## src/rtl/chimera_cluster_pwr_seq.sv

```systemverilog
// Shared round-robin power sequencer for the external clusters: drives isolation,
// reset and clock gate of one cluster at a time in a fixed on/off order.
module chimera_cluster_pwr_seq #(
    parameter int NumClusters   = 5,
    parameter int ClkDelay      = 2,
    parameter int RstDelay      = 4,
    parameter int TimeoutCycles = 255
) (
    input  logic                   clk_i,
    input  logic                   rst_i,
    input  logic [NumClusters-1:0] en_req_i,
    input  logic [NumClusters-1:0] isolated_i,
    input  logic [NumClusters-1:0] err_clr_i,
    output logic [NumClusters-1:0] clk_en_o,
    output logic [NumClusters-1:0] cluster_rst_no,
    output logic [NumClusters-1:0] isolate_o,
    output logic [NumClusters-1:0] status_o,
    output logic                   busy_o,
    output logic [NumClusters-1:0] err_o
);

    localparam int IW   = (NumClusters > 1) ? $clog2(NumClusters) : 1;
    localparam int MaxA = (ClkDelay > RstDelay) ? ClkDelay : RstDelay;
    localparam int MaxD = (MaxA > TimeoutCycles) ? MaxA : TimeoutCycles;
    localparam int CW   = $clog2(MaxD + 1);

    localparam logic [2:0] ST_IDLE    = 3'd0;
    localparam logic [2:0] ST_ISO     = 3'd1;
    localparam logic [2:0] ST_RST_ON  = 3'd2;
    localparam logic [2:0] ST_CLK_OFF = 3'd3;
    localparam logic [2:0] ST_CLK_ON  = 3'd4;
    localparam logic [2:0] ST_RST_OFF = 3'd5;
    localparam logic [2:0] ST_DEISO   = 3'd6;

    logic [2:0]             state_r;
    logic [IW-1:0]          g_r;
    logic [IW-1:0]          ptr_r;
    logic [CW-1:0]          cnt_r;
    logic [NumClusters-1:0] clk_en_r;
    logic [NumClusters-1:0] rst_n_r;
    logic [NumClusters-1:0] iso_r;
    logic [NumClusters-1:0] status_r;
    logic [NumClusters-1:0] err_r;
    logic                   busy_r;

    logic [NumClusters-1:0] pend_s;
    logic [NumClusters-1:0] err_set_s;
    logic [IW-1:0]          grant_idx_s;
    logic [IW-1:0]          cand_s;
    logic [IW-1:0]          next_ptr_s;
    logic                   grant_vld_s;
    logic                   ack_s;
    logic                   clk_done_s;
    logic                   rst_done_s;
    logic                   tmo_s;

    // Round-robin grant search plus per-state completion conditions.
    always_comb begin
        pend_s      = en_req_i ^ status_r;
        grant_vld_s = 1'b0;
        grant_idx_s = '0;
        cand_s      = '0;
        for (int k = 0; k < NumClusters; k++) begin
            cand_s = IW'((int'(ptr_r) + k) % NumClusters);
            if (!grant_vld_s && pend_s[cand_s]) begin
                grant_vld_s = 1'b1;
                grant_idx_s = cand_s;
            end else begin
                grant_vld_s = grant_vld_s;
            end
        end
        ack_s      = isolated_i[g_r];
        clk_done_s = (cnt_r == CW'(ClkDelay - 1));
        rst_done_s = (cnt_r == CW'(RstDelay - 1));
        tmo_s      = (cnt_r == CW'(TimeoutCycles - 1));
        next_ptr_s = (g_r == IW'(NumClusters - 1)) ? '0 : g_r + IW'(1);
        err_set_s  = '0;
        // A missing acknowledge at the last allowed count forces the sequence on.
        if (((state_r == ST_ISO) && !ack_s && tmo_s) ||
            ((state_r == ST_DEISO) && ack_s && tmo_s)) begin
            err_set_s[g_r] = 1'b1;
        end else begin
            err_set_s = '0;
        end
    end

    // Sequencer FSM and registered per-cluster outputs.
    always_ff @(posedge clk_i) begin
        if (rst_i) begin
            state_r  <= ST_IDLE;
            g_r      <= '0;
            ptr_r    <= '0;
            cnt_r    <= '0;
            clk_en_r <= '0;
            rst_n_r  <= '0;
            iso_r    <= '1;
            status_r <= '0;
            err_r    <= '0;
            busy_r   <= 1'b0;
        end else begin
            err_r <= (err_r & ~err_clr_i) | err_set_s;
            cnt_r <= cnt_r + CW'(1);
            case (state_r)
                ST_IDLE: begin
                    cnt_r <= '0;
                    if (grant_vld_s) begin
                        g_r    <= grant_idx_s;
                        busy_r <= 1'b1;
                        if (en_req_i[grant_idx_s]) begin
                            clk_en_r[grant_idx_s] <= 1'b1;
                            state_r               <= ST_CLK_ON;
                        end else begin
                            iso_r[grant_idx_s] <= 1'b1;
                            state_r            <= ST_ISO;
                        end
                    end
                end
                ST_ISO: begin
                    if (ack_s || tmo_s) begin
                        rst_n_r[g_r] <= 1'b0;
                        cnt_r        <= '0;
                        state_r      <= ST_RST_ON;
                    end
                end
                ST_RST_ON: begin
                    if (rst_done_s) begin
                        clk_en_r[g_r] <= 1'b0;
                        cnt_r         <= '0;
                        state_r       <= ST_CLK_OFF;
                    end
                end
                ST_CLK_OFF: begin
                    if (clk_done_s) begin
                        status_r[g_r] <= 1'b0;
                        busy_r        <= 1'b0;
                        ptr_r         <= next_ptr_s;
                        cnt_r         <= '0;
                        state_r       <= ST_IDLE;
                    end
                end
                ST_CLK_ON: begin
                    if (clk_done_s) begin
                        rst_n_r[g_r] <= 1'b1;
                        cnt_r        <= '0;
                        state_r      <= ST_RST_OFF;
                    end
                end
                ST_RST_OFF: begin
                    if (rst_done_s) begin
                        iso_r[g_r] <= 1'b0;
                        cnt_r      <= '0;
                        state_r    <= ST_DEISO;
                    end
                end
                ST_DEISO: begin
                    if (!ack_s || tmo_s) begin
                        status_r[g_r] <= 1'b1;
                        busy_r        <= 1'b0;
                        ptr_r         <= next_ptr_s;
                        cnt_r         <= '0;
                        state_r       <= ST_IDLE;
                    end
                end
                default: begin
                    state_r <= ST_IDLE;
                    busy_r  <= 1'b0;
                    cnt_r   <= '0;
                end
            endcase
        end
    end

    assign clk_en_o       = clk_en_r;
    assign cluster_rst_no = rst_n_r;
    assign isolate_o      = iso_r;
    assign status_o       = status_r;
    assign busy_o         = busy_r;
    assign err_o          = err_r;

endmodule

```

## config.mk

```make
export PLATFORM = sky130hd
export DESIGN_NAME = chimera_cluster_pwr_seq
export DESIGN_NICKNAME = d
export VERILOG_FILES = /design/src/rtl/chimera_cluster_pwr_seq.sv
export SDC_FILE = /design/constraint.sdc
export NUM_CORES = 1
export LEC_CHECK = 0
export ABC_CLOCK_PERIOD_IN_PS = 8900
export CAP_MARGIN = 15
export CORE_MARGIN = 1
export CORE_UTILIZATION = 62
export CTS_BUF_LIST = sky130_fd_sc_hd__clkbuf_8 sky130_fd_sc_hd__clkbuf_16
export DETAILED_ROUTE_END_ITERATION = 16
export HOLD_SLACK_MARGIN = 0.1
export PLACE_DENSITY = 0.9
export SYNTH_ARGS = -nofsm -noshare
export SYNTH_HDL_FRONTEND = slang
export SYNTH_SLANG_ARGS = --single-unit
```

## constraint.sdc

```tcl
create_clock -name clk_i -period 8.9 [get_ports clk_i]
set_input_delay 2.225 -clock clk_i [delete_from_list [all_inputs] [get_ports clk_i]]
set_output_delay 2.225 -clock clk_i [all_outputs]
set_load 0.02 [all_outputs]
```

==> results.toml <==
[place]
gp_congestion = 0.923
dp_hpwl_um = 7860
pre_cts_ws_ps = 3080
numPortBuffers = 42

[synth]
yosys_warnings = 0
synth.distinct_cells = 83
synth_edf_count = 0
netlist.area_leader.share_pct = 22.5
synth_flop_cell = "dfxtp_1"
synthTopCellsByArea = "dfxtp_1, ha_1, mux2i_1"
synth_fp_nets = 526
yosys.area.top_type = "dfxtp_1"
synth_seq_cells = 43
netlist_instances = 486
ys_seq_area_share_pct = 22.5
mappedNetlistArea_mm2 = 0.00382
avgSynthCellArea_um2 = 7.87
async_reset_ff_share_pct = 0

[setup_path]
crit_slowest_cell = "dfxtp_1"
max_stage_delay_ps = 660
crit_buf_inv = 2
cp_max_fo = 16
cpMostUsedCell = "ha_1"
crit_type = "flip-flop to flip-flop"
start_kind = "flip-flop"
required_ps = 9080
r2r_end = "isolate_o[1]"
r2r_cells = 17
critical_path.top_delay_family = "compound AO/OA/AOI/OAI gates"
end_kind = "flip-flop"
cp.arrival_ps = 5840
r2r_setup_slack_ps = 3240
worstSetupStartpoint = "ptr_r[1]"
worstPathCellList = "inv_1 -> ha_1 -> inv_1 -> ha_1 -> or3_4 -> and3_4 -> or2_4 -> ha_1 -> mux4_2 -> nor2_1 -> a211o_1 -> and2_4 -> o21ai_0 -> a211oi_1 -> o21ai_1 -> a21oi_2 -> o21ai_0"
r2r-start = "ptr_r[1]"

[timing]
relSlewSlack_pct = 30.2
maxClockFrequency_ghz = 0.177
slew_viol_final = 0
period_minus_slack_ps = 5660
tightest_slew_ps = 1040
tns_ps = 0
fin_crit_sh_pct = 63.6
timing.final.ws_setup_ps = 3240
fin_hold_ws_ps = 530
setup_viol = 0
hold_viol_final = 0
rsz0062_at_grt = "false"
fin_worst_skew_ps = 10.4

[route]
dr.pass1.iters = 5
dr_wl_met3_um = 684
postRouteAntennaNets = 0
drt-vias-per-instance = 6.67
routedWlPerCell_um = 18.1
wl_met2_um = 5400
drc = 0
highest_layer = "met4"
via_count = 3937
totalWireLength_um = 10700
drt_iter0_markers = 391
wl_met1_um = 4050

[die]
die_w_um = 80.5
initial_core_util_pct = 64.6
core_mm2 = 0.00592
rows = 28
chipHeight_um = 80.5
io_pins = 43
fp.dieArea_mm2 = 0.00649

[clock_network]
cts_setup_buffers = 0
numClockSinks = 43
insertion_delay_ps = 300
clk_pin_slew_ps = 90
numCtsBuffers = 5
htreeDepth = 2
clk_path_buf_depth = 2
holdBufCountCts = 0
clockRootBuffer = "clkbuf_8"
cts.repair.resized = 0
cts_tree = "built"

[cells_and_area]
drive_gt1_share_pct = 8.35
area_delta_synth_final_pct = 14.5
fill_cells = 458
layout_commonest_cell = "nor2_1"
final_cell_mix = "nor2_1, dfxtp_1, clkdlybuf4s50_1"
antenna_cells = 0
fin_nets = 554

[flow_run]
drv_cap = 0

[power]
p_comb_share_pct = 51.5
seq_power_share_pct = 28.2
sw_frac_of_total_pct = 43.4
switchingPower_mw = 0.387
intPower_mw = 0.505
cellLeakagePower_nw = 1.67
power_density_mw_per_mm2 = 204
power_mw = 0.892
ir_drop_mv = 0.160
clkPwrFrac_pct = 20.3

[global_route]
grt_overflow_total = 0
grt_pass1_wl_um = 16700
antenna_found_initial = 0
grt_max_degree = 39
grt_usage_pct = 33.4
grt_pass1_vias = 3557

[min_path]
holdCritPathClass = "flip-flop to flip-flop"
hold_depth = 2

[outcome]
status = "complete, no violations"
## worst max path at each step
stage	to	slack (ps)	cells past startpoint
global placement	isolate_o[3]	3240	12
floorplan	clk_en_o[1]	3840	21
CTS	isolate_o[3]	3300	19
global route	isolate_o[1]	2870	19
finish	isolate_o[1]	3240	17
detailed placement	isolate_o[3]	3080	12
## power by group through the flow
| stage | clock network (mW) | logic, mW | registers [mW] |
|---|---|---|---|
| after CTS | 0.181 | 0.446 | 0.250 |
| final | 0.181 | 0.460 | 0.251 |
| after global routing | 0.192 | 0.493 | 0.255 |
| after global placement | 0 | 0.429 | 0.252 |
| after detailed placement | 0 | 0.440 | 0.254 |
| after floorplan | 0 | 0.355 | 0.242 |
## cell families after synthesis
family,share of synthesized area (%)
AO/OA/AOI/OAI,26.2
AND/OR/NAND/NOR,25.0
buffers and inverters,5.40
flip-flops,22.5
XOR/XNOR,5.73
multiplexers,7.62
adder cells (fa/ha/maj),7.53
## layer usage
metal / vias up / GRT usage (%)
met5: - / 0
met4: 0 / 19.1
met3: 53 / 4.77
met2: 217 / 60.0
met1: 1829 / 37.1
li1: 1838 / -
## synthesized netlist by cell type (all sizes together), types with 3 or more instances
cell and count:
a2111oi 3, a32oi 3, mux4 4, nor2 48, a221oi 3, a21oi 37
a211oi 16, inv 23, or2 3, o211ai 5, dfxtp 43, ha 23
o21a 4, nand3 16, buf 11, o21ai 24, nor2b 12, mux2i 19
nor4 6, a211o 4, and3 10, a41oi 4, or4 3, clkbuf 13
nand2 37, xor2 11, a21o 4, xnor2 14, nand2b 10, o31ai 5
nor3 16, and2 8, or3 4
## worst min-delay path, cell delays in order, from the launching register on
cell	delay, ps
dfxtp_1	340
mux2i_1	80
nor2_1	80
## metrics by stage
step / cell area (µm²) / util (%) / cells
after floorplan: 3820 / - / 486
after global placement: 4240 / 71.6 / 582
after detailed placement: 4240 / 71.6 / 582
after CTS: 4380 / 73.9 / 590
after global routing: 4380 / 73.9 / 590
final: 4380 / 73.9 / 590
## final cells by class
cell class                      instances  area, µm²  share of cell area [%]
Clock buffer                            5       68.8                    1.57
Clock inverter                          3       67.6                    1.54
Inverter                               23       86.3                    1.97
Multi-Input combinational cell        396       2760                    63.0
Sequential cell                        43        861                    19.7
Tap cell                               75       93.8                    2.14
Timing Repair Buffer                   45        443                    10.1
Power figures use the tool's default switching activity.
